==> src/rtl/bp_pkg.sv <==
// Shared types and constants for the branch-resolution slice of the pipeline.
// The tracking entry travels with each fetched instruction from IF to EX so
// that EX can judge the prediction made for it at fetch time.
package bp_pkg;

   // Sequential fetch step: every instruction is one 32-bit word.
   localparam logic [31:0] PC_STEP = 32'd4;

   // Two-bit saturating counter states used by the fetch-side PHT.
   typedef enum logic [1:0] {
      BP_SN = 2'b00,
      BP_WN = 2'b01,
      BP_WT = 2'b10,
      BP_ST = 2'b11
   } bp_state_t;

   // One tracking entry: 1 + 32 + 1 + 32 = 66 bits.
   typedef struct packed {
      logic        valid;
      logic [31:0] pc;
      logic        pred_taken;
      logic [31:0] pred_pc;
   } bp_track_t;

   // An empty slot. All fields are zeroed, not just valid, so that an empty
   // EX slot presents zeros on every output derived from the entry.
   localparam bp_track_t BP_TRACK_EMPTY = '0;

   // Fall-through address of an instruction; wraps naturally mod 2^32.
   function automatic logic [31:0] bp_next_pc(input logic [31:0] pc);
      return pc + PC_STEP;
   endfunction

endpackage

==> src/rtl/bp_track_reg.sv <==
// One pipeline tracking register. It can be flushed (clear), held in place
// (hold) or loaded with an empty slot (bubble); otherwise it takes d_in.
// Flush wins over hold so that a mispredict always squashes wrong-path work,
// and hold wins over bubble so a stalled stage keeps its instruction.
module bp_track_reg
   import bp_pkg::*;
(
   input  logic      clk,
   input  logic      reset,
   input  logic      hold,
   input  logic      clear,
   input  logic      bubble,
   input  bp_track_t d_in,
   output bp_track_t q
);

   bp_track_t entry_d;
   bp_track_t entry_q;

   // Select what this stage holds next cycle from the pipeline controls.
   always_comb begin
      entry_d = d_in;
      if (clear) begin
         entry_d = BP_TRACK_EMPTY;
      end else if (hold) begin
         entry_d = entry_q;
      end else if (bubble) begin
         entry_d = BP_TRACK_EMPTY;
      end
   end

   // State register; reset empties the slot.
   always_ff @(posedge clk) begin
      if (reset) begin
         entry_q <= BP_TRACK_EMPTY;
      end else begin
         entry_q <= entry_d;
      end
   end

   assign q = entry_q;

endmodule

==> src/rtl/branch_resolve.sv <==
// EX-stage branch resolution. Tracks each fetched instruction's prediction
// through IF/ID and ID/EX, compares the predicted next PC with the resolved
// one in EX, trains the predictor, raises the flush/redirect on a mispredict
// and counts resolved control flow and mispredicts.
module branch_resolve
   import bp_pkg::*;
#(
   parameter int CNT_W = 32
) (
   input  logic             clk,
   input  logic             reset,
   input  logic             if_valid,
   input  logic [31:0]      if_pc,
   input  logic             if_prediction,
   input  logic [31:0]      if_predicted_pc,
   input  logic             stall_if_id,
   input  logic             bubble_id_ex,
   input  logic             ex_is_control_flow,
   input  logic             ex_taken,
   input  logic [31:0]      ex_target,
   output logic             is_control_flow,
   output logic             is_correct,
   output logic [31:0]      pc_to_update,
   output logic [31:0]      branch_target,
   output logic             mispredict,
   output logic [31:0]      redirect_pc,
   output logic [CNT_W-1:0] cf_count,
   output logic [CNT_W-1:0] mispredict_count
);

   bp_track_t        if_entry;
   bp_track_t        id_e;
   bp_track_t        ex_e;
   logic [31:0]      actual_pc;
   logic             pred_hit;
   logic [CNT_W-1:0] cf_count_d;
   logic [CNT_W-1:0] cf_count_q;
   logic [CNT_W-1:0] mispredict_count_d;
   logic [CNT_W-1:0] mispredict_count_q;

   // Package the fetch-slot prediction into a tracking entry.
   always_comb begin
      if_entry = '{valid:      if_valid,
                   pc:         if_pc,
                   pred_taken: if_prediction,
                   pred_pc:    if_predicted_pc};
   end

   // IF/ID entry: held on a load-use stall, squashed on a mispredict.
   bp_track_reg u_id_reg (
      .clk    (clk),
      .reset  (reset),
      .hold   (stall_if_id),
      .clear  (mispredict),
      .bubble (1'b0),
      .d_in   (if_entry),
      .q      (id_e)
   );

   // ID/EX entry: receives a bubble from the hazard unit, squashed on a mispredict.
   bp_track_reg u_ex_reg (
      .clk    (clk),
      .reset  (reset),
      .hold   (1'b0),
      .clear  (mispredict),
      .bubble (bubble_id_ex),
      .d_in   (id_e),
      .q      (ex_e)
   );

   // Resolve the instruction in EX and drive training and redirect outputs.
   always_comb begin
      actual_pc       = (ex_is_control_flow && ex_taken) ? ex_target : bp_next_pc(ex_e.pc);
      pred_hit        = (ex_e.pred_pc == actual_pc);
      is_control_flow = 1'b0;
      is_correct      = 1'b0;
      mispredict      = 1'b0;
      redirect_pc     = 32'd0;
      pc_to_update    = ex_e.pc;
      branch_target   = ex_target;
      if (ex_e.valid) begin
         is_control_flow = ex_is_control_flow;
         is_correct      = pred_hit;
         mispredict      = !pred_hit;
         redirect_pc     = actual_pc;
      end
   end

   // A not-taken prediction from the predictor always points at the fall-through.
   always_comb begin
      if (ex_e.valid && !ex_e.pred_taken) begin
         notTakenIsFallThrough: assert (ex_e.pred_pc == bp_next_pc(ex_e.pc));
      end
   end

   // Counter increments; both wrap with no saturation.
   always_comb begin
      cf_count_d         = cf_count_q + CNT_W'(is_control_flow);
      mispredict_count_d = mispredict_count_q + CNT_W'(mispredict);
   end

   // Performance counter registers; reset clears them even during a mispredict.
   always_ff @(posedge clk) begin
      if (reset) begin
         cf_count_q         <= '0;
         mispredict_count_q <= '0;
      end else begin
         cf_count_q         <= cf_count_d;
         mispredict_count_q <= mispredict_count_d;
      end
   end

   assign cf_count         = cf_count_q;
   assign mispredict_count = mispredict_count_q;

endmodule

==> config.mk <==
export PLATFORM = sky130hd
export DESIGN_NAME = branch_resolve
export DESIGN_NICKNAME = d
export VERILOG_FILES = /design/src/rtl/bp_pkg.sv /design/src/rtl/bp_track_reg.sv /design/src/rtl/branch_resolve.sv
export SDC_FILE = /design/constraint.sdc
export NUM_CORES = 1
export LEC_CHECK = 0
export BUFFER_PORTS_ARGS = -buffer_cell sky130_fd_sc_hd__buf_2
export CORE_UTILIZATION = 49
export DETAILED_ROUTE_END_ITERATION = 12
export GPL_TIMING_DRIVEN = 0
export PLACE_DENSITY = 0.83
export SETUP_SLACK_MARGIN = 0.5
export SLEW_MARGIN = 20
export SYNTH_ARGS = -nofsm -noshare
export SYNTH_HDL_FRONTEND = slang
export SYNTH_HIERARCHICAL = 1
export SYNTH_SLANG_ARGS = --single-unit
==> constraint.sdc <==
create_clock -name clk -period 3.9 [get_ports clk]
set_input_delay 0.195 -clock clk [delete_from_list [all_inputs] [get_ports clk]]
set_output_delay 0.195 -clock clk [all_outputs]
set_load 0.02 [all_outputs]
# [Word level (Yosys, flattened, before mapping)]
# Index checks and enable logic that the tools add are counted.
[word_totals] elab_cells=21 inputBits=104 reg_bits=194 out_inout_bits=163
[op_classes] n_reduce_logical=4 add_sub_neg=3 n_eq_ne=1 muxes=5
[op_table] op="32-bit by 1-bit adder with 32-bit output" count=2
[op_table] op="32-bit two-way mux" count=2
[op_table] op="32-bit by 3-bit adder with 32-bit output (second input constant)" count=1
[op_table] op="32-bit == test" count=1
[op_table] op="1-bit two-way mux" count=3
[op_table] op="3-bit OR reduction" count=1
[op_table] op="2-bit OR reduction" count=1
[op_table] op="1-bit logical AND" count=1
[op_table] op="1-bit zero test" count=1

# [Logic depth before layout (Yosys ltp)]
# Gate-level depths: netlist of the first run.
[depth] ltp_word=6 ltp_mapped=19

# [Modules after synthesis]
# The synthesis of the first run kept the hierarchy.
[modules_own_cells] mod="branch_resolve" area_per_inst_um2=5280.1 cells_per_inst=715 seq_area_each_um2=1281.2 instances=1
[modules_own_cells] mod="bp_track_reg" area_per_inst_um2=2627.5 cells_per_inst=293 seq_area_each_um2=1321.3 instances=2

# [Worst setup path after synthesis of the first run]
# OpenSTA, ideal clock, no wires.
[synth_path] path_kind="register to register" startpoint="register u_ex_reg.entry_q (netlist bit u_ex_reg/q[35])" endpoint="register mispredict_count_q[28], in the netlist mispredict_count[28]" synth_period_minus_slack_ns=4.731 path_stages_with_launch=19 setup_slack_ns=-0.831 arrival_time_ns=4.660 required_ns=3.830 path_buffers=1 path_cell_list="dfxtp_1 ha_1 nand4_1 or3_1 buf_2 nor3_1 xnor3_1 nand2_1 a211oi_1 a32oi_1 o41a_1 ha_1 ha_1 nand3_1 nor3_1 nand2_1 or3_1 or3_1 a21oi_1"
[synth_between] elab_chain_len=6
[synth_lines] item="start, declared" line="bp_track_reg.sv:18" source="bp_track_t entry_q;"
[synth_lines] item="start signal, assigned" line="bp_track_reg.sv:37" source="entry_q <= entry_d;"
[synth_lines] item="32-bit by 3-bit adder with 32-bit output" line="bp_pkg.sv:31" source="return pc + PC_STEP;"
[synth_lines] item="32-bit two-way mux" line="branch_resolve.sv:73" source="actual_pc = (ex_is_control_flow && ex_taken) ? ex_target : bp_next_pc(ex_e.pc);"
[synth_lines] item="32-bit == test" line="branch_resolve.sv:74" source="pred_hit = (ex_e.pred_pc == actual_pc);"
[synth_lines] item="1-bit zero test" line="branch_resolve.sv:84" source="mispredict = !pred_hit;"
[synth_lines] item="1-bit two-way mux" line="branch_resolve.sv:81" source="if (ex_e.valid) begin"
[synth_lines] item="named net mispredict" line="branch_resolve.sv:25" source="output logic mispredict,"
[synth_lines] item="32-bit by 1-bit adder with 32-bit output" line="branch_resolve.sv:99" source="mispredict_count_d = mispredict_count_q + CNT_W'(mispredict);"
[synth_lines] item="end signal, assigned" line="branch_resolve.sv:109" source="mispredict_count_q <= mispredict_count_d;"
[synth_lines] item="end, declared" line="branch_resolve.sv:39" source="logic [CNT_W-1:0] mispredict_count_q;"
# The timed path passes the listed nets, and every way through them passes these cells.
# A chain may end at the register's enable or synchronous reset.

# [Worst setup path in the final report of the first run]
[layout_path] startpoint="register u_ex_reg.entry_q (netlist bit u_ex_reg/q[35])" endpoint="register u_id_reg.entry_q (netlist bit u_id_reg/q[22])"
[layout_between] elab_chain_len=6
[layout_lines] item="32-bit by 3-bit adder with 32-bit output" line="bp_pkg.sv:31"
[layout_lines] item="32-bit two-way mux" line="branch_resolve.sv:73"
[layout_lines] item="32-bit == test" line="branch_resolve.sv:74"
[layout_lines] item="1-bit zero test" line="branch_resolve.sv:84"
[layout_lines] item="1-bit two-way mux" line="branch_resolve.sv:81"
[layout_lines] item="2-bit OR reduction (no source line)"
[layout_lines] item="end signal, assigned" line="bp_track_reg.sv:37"
[layout_lines] item="end, declared" line="bp_track_reg.sv:18"
# Every way passes these cells.

==> results by group, run 1 <==
Finish
  • Area grow syn2layout: 42.3%
  • Layout cells sized above 1: between 30% and 40%
  • Fin cells: 1943
  • Final non-filler cell area: between 10000 and 15000 µm²
  • Fin nets: approximately 1800

Place
  • Pre-CTS WS: -726 ps
  • Placed cell areas: 12300 µm²
  • Dpl hpwl: about 27000 µm
  • RD Place Congestion: 0.980
  • Buffers on Ports: between 200 and 300
  • Placed cell count: ~1800

Power and ir drop
  • Leakage: roughly 6 nW
  • Worst VDD drop: about 0.32 mV
  • Sw Ratio: between 20 and 30%
  • Power per standard cell area: 303 nW/µm²
  • Power Internal: about 3.2 mW
  • Clock share of power: between 40% and 50%
  • Flop pwr share: between 40% and 50%
  • Gate power share: a little over an eighth
  • Sw Pwr: 1.33 mW

Critical path
  • Worst Path Arrival: 4770 ps
  • Worst reg-to-reg setup slack: -490 ps
  • Slowest stage delay, CP: between 500 and 600 ps
  • Critical path launch point: u_ex_reg/q[35]
  • Critical path's slowest cell: o41a_1
  • Family with the most delay on the worst path: simple AND/OR/NAND/NOR gates
  • Worst path cell trace: ha_4, nand4_1, or3_4, buf_8, nor3_4, buf_4, mux2i_1, o211ai_1, a211oi_2, a32oi_2, o41a_1, buf_4, buf_6, buf_6, or2_4, buf_12, buf_16, buf_8, a21oi_2
  • WS Path Type: reg2reg
  • CP bufs+invs: 8
  • WP data required: 4280 ps
  • R2R depth: 19
  • FF-to-FF End: u_id_reg/q[22]
  • Worst Path Max Fanout: 5
  • Crit end category: register
  • Startpoint class of the critical path: register
  • Worst r2r src: u_ex_reg/q[35]

Floorplan
  • Die area: about 22000 µm²
  • Core ar.: 21000 µm²
  • Die Width: between 100 and 150 µm
  • Starting Density: roughly half
  • Die Ht: roughly 150 µm
  • IO Pins: about 270
  • Num rows: 53

Drt
  • Initial DRC Count: between 1000 and 1500
  • Vias: about 12000
  • Drt wl/cell: 21.0 µm
  • ANT nets after route: 0
  • Via density per instance: between 5 and 6
  • Drt first pass iters: 6
  • Drt drc: 0
  • Total Routed Length: 40800 µm

Worst hold path
  • Hold EP: u_id_reg/q[28]
  • Hold path start: if_predicted_pc[28]
  • Worst hold stages: 3
  • Hold crit path type: in2reg

Timing
  • Final hold vios: 0
  • Tmin final: 4390 ps
  • Slew @ Worst Pin: 718 ps
  • Final setup margin: -494 ps
  • Final setup violation count: ~160
  • RSZ-0062 raised after global routing: true
  • Max-slew violation count: 0
  • Fmax: 0.228 GHz
  • Slew headroom: between 50% and 60%
  • Period Utilization, post-route: 113%
  • Clk_skew: 15.8 ps
  • Final hold slack: 73.9 ps

Clocking
  • Clk Latency, worst-skew pair: roughly 460 ps
  • CTS tree: yes
  • CTS root buffer: clkbuf_16
  • Clock Path Buffers: 2
  • H-tree depth: 4
  • CTS sink cnt: slightly below 200
  • Total CTS buffers: 17
  • CTS clk-pin slew, worst paths: about 90 ps

GRT
  • Largest net degree at the start of global routing: 24
  • Grt ovf: 0
  • Total track usage: 35.3%
  • Top Usage Layer GRT: met2
  • First-pass GRT wire length: roughly 60000 µm
  • GR Util met2: 58.5%
  • Number of antenna violations at the first check in global routing: 0
  • Routing usage on met1: approximately 43%
  • Grt met3 use: between 7 and 8%
  • Vias in the first global route: between 10000 and 15000

Synth
  • YS warnings: 6
  • Syn Inst Count: roughly 1300
  • Syn avg cell area: between 8 and 9 µm²
  • Netlist Area Pre-Place: between 10000 and 15000 µm²

Status
  • Violated checks: negative setup slack
  • Status: finished with violations

Run
  • MaxCap Viol Count: 0
[layout make-up]
cell class,instances,area [µm²]
well taps,275,344
diodes,1,2.50
plain buffers,119,868
flip-flops and latches,194,3920
fillers,1532,6070
repair buffers,334,2230
clock inverters,15,218
inverters,18,67.6
multi-input cells,970,6810
clock buffers,17,425
[per-stage QoR]
stage | util, % | power (mW) | TNS [ps]
6_report | 71.0 | 4.51 | -56280
5_1_grt | 71.0 | 4.64 | -52550
4_1_cts | 67.9 | 4.44 | -24230
3_5_place_dp | 58.8 | 2.51 | -23500
3_3_place_gp | 58.8 | 2.50 | -30650
2_1_floorplan | - | 2.35 | -169
[worst register-to-register path: stages (launching register included)]
cell and delay, ps:
dfxtp_4 400, ha_4 140, nand4_1 240, or3_4 450
buf_8 150, nor3_4 250, buf_4 180, mux2i_1 180
o211ai_1 120, a211oi_2 230, a32oi_2 180, o41a_1 530
buf_4 190, buf_6 110, buf_6 120, or2_4 280
buf_12 140, buf_16 140, buf_8 130, a21oi_2 130
[per-layer routing]
layer / routed length, µm / up-vias / part of all wire, %
met2: 19300 / 672 / 47
met5: 0 / - / 0
met3: 3610 / 171 / 8.8
li1: - / 5243 / -
met1: 15800 / 5461 / 39
met4: 2130 / 0 / 5.2
[placed cells by master (no fill, tap or decap), types with 5 or more instances in the layout]
master	n
nand2_1	183
dfxtp_4	7
nand3_1	34
xor2_1	61
a31oi_1	8
clkbuf_2	7
or3b_1	130
a211oi_1	22
or3_4	6
buf_6	23
nor2_1	98
a21oi_2	127
nand4_1	21
nor4_1	8
dfxtp_2	10
and3_1	10
buf_12	7
clkbuf_16	20
a21oi_4	7
xnor2_1	43
clkbuf_1	34
dfxtp_1	177
nand2b_1	11
inv_1	17
and2_1	6
nor3_1	12
buf_16	8
nor2b_1	6
conb_1	9
buf_2	279
a21oi_1	24
o21ai_0	27
clkinv_8	5
or3_1	8
buf_8	19
buf_4	69
[sequential cells by signal, summed over array words and instances (netlist names)]
register	cells
u_ex_reg/q	65
mispredict_count	32
cf_count	32
u_id_reg/q	65
[what timing repair did]
action	CTS	global route
setup buffers	39	17
gates resized for setup	176	118
cloned	12	3
hold buffers	0	0
endpoints found under the setup margin	164	170
pin swaps	24	27
[power groups by stage]
stage	Clock (mW)	Sequential, mW	Combinational [mW]
2_1_floorplan	0	2.08	0.268
4_1_cts	1.88	2.04	0.526
6_report	1.88	2.04	0.596
3_5_place_dp	0	2.08	0.423
5_1_grt	1.98	2.04	0.626
3_3_place_gp	0	2.08	0.418
[how the worst max path moves through the flow]
stage                      endpoint  slack, ps  cells after the start
6_report             u_id_reg/q[22]       -490                     19
5_1_grt        mispredict_count[25]       -490                     20
4_1_cts        mispredict_count[28]       -370                     17
3_5_place_dp   mispredict_count[29]       -730                     17
3_3_place_gp   mispredict_count[28]       -750                     17
2_1_floorplan  mispredict_count[28]        -80                     17
Note: power is estimated with default switching activity, not from simulation.
==> run 2: changes to the inputs <==
--- a/config.mk
+++ b/config.mk
@@ -10,7 +10,7 @@
 export DETAILED_ROUTE_END_ITERATION = 12
 export GPL_TIMING_DRIVEN = 0
+export HOLD_SLACK_MARGIN = 0.15
 export PLACE_DENSITY = 0.83
 export SETUP_SLACK_MARGIN = 0.5
-export SLEW_MARGIN = 20
 export SYNTH_ARGS = -nofsm -noshare
 export SYNTH_HDL_FRONTEND = slang
==> constraint.sdc (replaced) <==
create_clock -name clk -period 3.9 [get_ports clk]
set_input_delay 0.39 -clock clk [delete_from_list [all_inputs] [get_ports clk]]
set_output_delay 0.39 -clock clk [all_outputs]
set_load 0.02 [all_outputs]
==> results by group, run 2 (synthesis results as in run 1) <==
Status
  • Status: finished with violations
  • Violated checks: negative setup slack

Power and ir drop
  • Power per standard cell area: roughly 300 nW/µm²
  • Worst VDD drop: ~0.32 mV
  • Power consumption: approximately 4.5 mW
  • Leakage: just under 6 nW

Clocking
  • H-tree depth: 4
  • CTS sink cnt: 194
  • CTS hold repair buffers: 0
  • CTS tree: yes
  • Clock Path Buffers: 2
  • Clk Latency, worst-skew pair: ~470 ps
  • Total CTS buffers: 17
  • CTS clk-pin slew, worst paths: about 90 ps
  • CTS root buffer: clkbuf_16

Place
  • Placed cell count: roughly 1800
  • RD Place Congestion: approximately 0.98
  • Buffers on Ports: 263
  • Dpl hpwl: between 20000 and 30000 µm
  • Placed cell areas: around 12000 µm²

Run
  • MaxCap Viol Count: 0

Finish
  • Area grow syn2layout: 42.9%
  • Core Util, Final: 71.3%
  • Filler cell count: between 1500 and 2000
  • N_diodes: 0
  • Most frequent cells in the layout: 279 x buf_2, 182 x nand2_1, 176 x dfxtp_1, 130 x or3b_1, 125 x a21oi_2
  • Commonest non-fill, non-tap cell in the layout: buf_2
  • Fin cells: roughly 1900
  • Final non-filler cell area: 14900 µm²
  • Layout cells sized above 1: 40.0%
  • Fin nets: around 1800

Critical path
  • Worst Path Max Fanout: 7
  • Crit end category: register
  • Worst Path Arrival: 4750 ps
  • Startpoint class of the critical path: register
  • WP data required: roughly 4300 ps
  • WS Path Type: reg2reg
  • R2R depth: 18

GRT
  • Total track usage: between 30 and 40%
  • Vias in the first global route: about 11000
  • Grt ovf: 0
  • Largest net degree at the start of global routing: 24
  • First-pass GRT wire length: between 60000 and 70000 µm
  • Number of antenna violations at the first check in global routing: 1

Drt
  • Drt first pass iters: 8
  • Drt wl/cell: between 20 and 25 µm
  • ANT nets after route: 0
  • Drt drc: 0
  • Initial DRC Count: 1023
  • Vias: around 12000
  • Total Routed Length: slightly above 40000 µm
  • Via density per instance: between 5 and 6

Timing
  • Final hold slack: roughly 260 ps
  • Tmin final: around 4400 ps
  • Fmax: around 0.23 GHz
  • Final hold vios: 0
  • Clk_skew: roughly 14 ps
  • Max-slew violation count: 0
  • Slew @ Worst Pin: 738 ps
  • Period Utilization, post-route: 112%
  • Final setup violation count: 160
  • Slew headroom: 50.8%
  • Final setup margin: -461 ps
  • RSZ-0062 raised after global routing: true

Floorplan
  • Starting Density: about half
  • Die Width: approximately 150 µm
  • Die area: between 20000 and 25000 µm²
  • Core ar.: ~21000 µm²
  • IO Pins: 267
  • Die Ht: 148 µm
  • Num rows: 53

Worst hold path
  • Worst hold stages: 3
  • Hold crit path type: in2reg
-- run 2: layout make-up --
class                           count  area [µm²]  area share [%]
Sequential cell                   194        3920            26.2
Buffer                            119         875            5.85
Tap cell                          275         344            2.30
Clock inverter                     15         218            1.46
Timing Repair Buffer              334        2220            14.9
Inverter                           18        67.6           0.452
Multi-Input combinational cell    970        6870            46.0
Clock buffer                       17         425            2.85
-- run 2: what timing repair did --
action,CTS,global route
cloned,13,2
endpoints found under the setup margin,167,174
setup buffers,38,18
endpoints found under the hold margin,0,0
resized for setup,221,86
pin swaps,22,23
-- run 2: where the power goes --
group | internal (mW) | switching, mW
Combinational | 0.264 | 0.331
Sequential | 2.01 | 0.0286
Clock | 0.904 | 0.987
Total | 3.18 | 1.35
-- run 2: final timing paths --
| kind | from | endpoint | slack, ps |
|---|---|---|---|
| setup / recovery | u_ex_reg/q[38] | mispredict_count[28] | -460 |
| hold / removal | stall_if_id | u_id_reg/q[0] | 260 |
| setup reg to reg | u_ex_reg/q[38] | mispredict_count[28] | -460 |
| hold reg to reg | u_id_reg/q[4] | u_id_reg/q[4] | 470 |
-- run 2: per-stage QoR --
stage,TNS (ps),setup WS [ps]
2_1_floorplan,-169,-84.4
6_report,-42580,-461
4_1_cts,-18830,-385
3_5_place_dp,-24150,-778
5_1_grt,-46740,-514
3_3_place_gp,-31340,-800
-- run 2: metal layers --
| layer | vias up | GRT usage [%] | share of wire (%) | routed length, µm |
|---|---|---|---|---|
| li1 | 5251 | - | - | - |
| met1 | 5490 | 43.9 | 38 | 15700 |
| met2 | 692 | 59.1 | 47 | 19500 |
| met3 | 163 | 8.37 | 9.8 | 4040 |
| met4 | 2 | 19.0 | 5.1 | 2100 |
| met5 | - | 0 | 0.031 | 13 |
-- run 2: worst max-delay path, stage by stage (launching register included) --
cell and delay, ps:
dfxtp_4 380, buf_8 150, nand4_1 260, buf_4 240, nor3_2 310, nor3_1 110
a31oi_1 350, a2111oi_4 70, o311a_1 160, a32oi_1 320, o41a_1 340, ha_4 220
ha_4 160, nand3_4 90, nor3_4 210, nand2_2 90, or3_4 360, or3_1 340
a21oi_1 150
==> run 3: changes to the inputs <==
- ABC_AREA: not set -> 1
- CORE_UTILIZATION: 49 -> 48
- CTS_CLUSTER_DIAMETER: not set -> 40
- PLACE_DENSITY: 0.83 -> 0.82
==> results by group, run 3 <==
Critical path
  • Worst r2r src: u_ex_reg/q[36]
  • Worst Path Arrival: around 4000 ps
  • WS Path Type: reg2reg
  • Family with the most delay on the worst path: simple AND/OR/NAND/NOR gates
  • WP data required: around 4200 ps
  • Crit end category: register
  • Critical path launch point: u_ex_reg/q[36]
  • CP bufs+invs: 3
  • R2R depth: 32
  • Worst reg-to-reg setup slack: approximately 130 ps
  • Worst path most repeated cell: nor2_4
  • Worst Setup EP: mispredict_count[26]
  • Critical path's slowest cell: dfxtp_4
  • Startpoint class of the critical path: register
  • Worst Path Max Fanout: 4
  • FF-to-FF End: mispredict_count[26]
  • Slowest stage delay, CP: 380 ps
  • Crit path depth: 32

Finish
  • Layout cells sized above 1: roughly a third
  • Core Util, Final: approximately 65%
  • Fin nets: 1927
  • Fin cells: 2102
  • Most frequent cells in the layout: 508 x nand2_1, 283 x buf_2, 167 x dfxtp_1, 155 x a21oi_1, 110 x inv_1
  • Filler cell count: 1707
  • Commonest non-fill, non-tap cell in the layout: nand2_1
  • Area grow syn2layout: 31.7%

Power and ir drop
  • Power Internal: 3.03 mW
  • Flop pwr share: a little under 50%
  • Worst VDD drop: approximately 0.29 mV
  • Power per standard cell area: ~320 nW/µm²
  • Gate power share: around a tenth
  • Sw Ratio: 27.4%
  • Clock share of power: 41.2%
  • Sw Pwr: around 1.1 mW
  • Leakage: roughly 5.6 nW

Floorplan
  • Starting Density: approximately half
  • Die Width: roughly 150 µm
  • Core ar.: 20200 µm²
  • Num rows: between 50 and 60
  • Die area: 21300 µm²
  • IO Pins: 267
  • Die Ht: approximately 150 µm

GRT
  • Largest net degree at the start of global routing: 21
  • Vias in the first global route: between 10000 and 15000
  • Grt ovf: 0
  • Number of antenna violations at the first check in global routing: 1
  • Total track usage: between 20 and 30%
  • First-pass GRT wire length: just over 50000 µm

Place
  • RD Place Congestion: ~0.96
  • Placed cell count: about 2000
  • Pre-CTS WS: -328 ps
  • Dpl hpwl: between 20000 and 25000 µm
  • Buffers on Ports: ~270

Synth
  • Syn Inst Count: around 1500
  • Netlist Area Pre-Place: ~10000 µm²
  • YS warnings: 6
  • Syn avg cell area: approximately 6.7 µm²

Run
  • MaxCap Viol Count: 0

Timing
  • Clk_skew: between 20 and 25 ps
  • Final setup margin: 128 ps
  • Final setup violation count: 0
  • Tmin final: roughly 3800 ps
  • Final hold vios: 0
  • Fmax: around 0.27 GHz
  • Period Utilization, post-route: a little over nine tenths
  • Slew @ Worst Pin: ~760 ps
  • Slew headroom: around 49%
  • RSZ-0062 raised after global routing: true
  • Max-slew violation count: 0

Drt
  • Drt wl/cell: between 15 and 20 µm
  • Vias: between 10000 and 15000
  • Drt drc: 0
  • ANT nets after route: 0
  • Via density per instance: 5.22
  • Total Routed Length: 32300 µm
  • Initial DRC Count: roughly 750
  • Drt first pass iters: 5

Clocking
  • Clock Path Buffers: 2
  • CTS root buffer: clkbuf_16
  • Total CTS buffers: 17
  • H-tree depth: 4
  • Clk Latency, worst-skew pair: 440 ps
  • CTS tree: yes
  • CTS sink cnt: ~190
  • CTS clk-pin slew, worst paths: ~90 ps

Worst hold path
  • Hold crit path type: in2reg

Status
  • Status: finished clean
-- run 3: per-layer routing --
metal | GRT usage (%) | routed length, µm | vias up
met2 | 52.3 | 15600 | 504
met1 | 33.5 | 12600 | 5021
met3 | 8.21 | 2980 | 84
met4 | 13.0 | 1090 | 0
met5 | 0 | 0 | -
li1 | - | - | 5366
-- run 3: power by group through the flow --
stage / Clock [mW] / Sequential [mW] / Combinational, mW
detailed placement: 0 / 2.08 / 0.400
floorplan: 0 / 2.08 / 0.250
global placement: 0 / 2.08 / 0.393
finish: 1.72 / 2.03 / 0.422
global route: 1.83 / 2.03 / 0.461
CTS: 1.75 / 2.03 / 0.407
-- run 3: metrics by stage --
stage | total power, mW | cell area, µm² | setup TNS [ps] | hold WS [ps]
floorplan | 2.33 | 10000 | 0 | 429
detailed placement | 2.48 | 11700 | -3030 | 454
global placement | 2.48 | 11700 | -1950 | 445
finish | 4.17 | 13100 | 0 | 198
CTS | 4.18 | 12700 | 0 | 180
global route | 4.32 | 13100 | -675 | 186
-- run 3: worst min path at each step --
stage	startpoint	to	slack, ps	depth (start not counted)
global placement	u_id_reg/q[31]	u_ex_reg/q[31]	440	2
finish	if_pc[10]	u_id_reg/q[43]	200	3
detailed placement	u_id_reg/q[52]	u_ex_reg/q[52]	450	2
CTS	if_pc[10]	u_id_reg/q[43]	180	3
floorplan	u_id_reg/q[35]	u_ex_reg/q[35]	430	2
global route	if_pc[11]	u_id_reg/q[44]	190	3
-- run 3: worst register-to-register path: cells and delay by family (launching register included) --
family	cells	cell delay (ps)
simple gates	24	2290
fa+ha+maj	3	480
flops	1	380
buf+inv	3	370
compound gates	2	170
-- run 3: what timing repair did --
item | CTS | global route
hold buffers | 0 | 0
buffers inserted | 28 | 20
resized for setup | 63 | 55
pin swaps | 32 | 32
endpoints found under the setup margin | 20 | 24
-- run 3: final cells by class --
type                       instances  area, µm²  area share [%]
antenna                            1       2.50          0.0191
sequential                       194       3950            30.2
buffer                            89        557            4.26
timing repair buffer             313       1720            13.2
clock buffer                      17        425            3.26
clock inverter                    15        163            1.24
multi-input combinational       1086       5470            41.8
inverter                         117        444            3.40
tap                              270        338            2.58
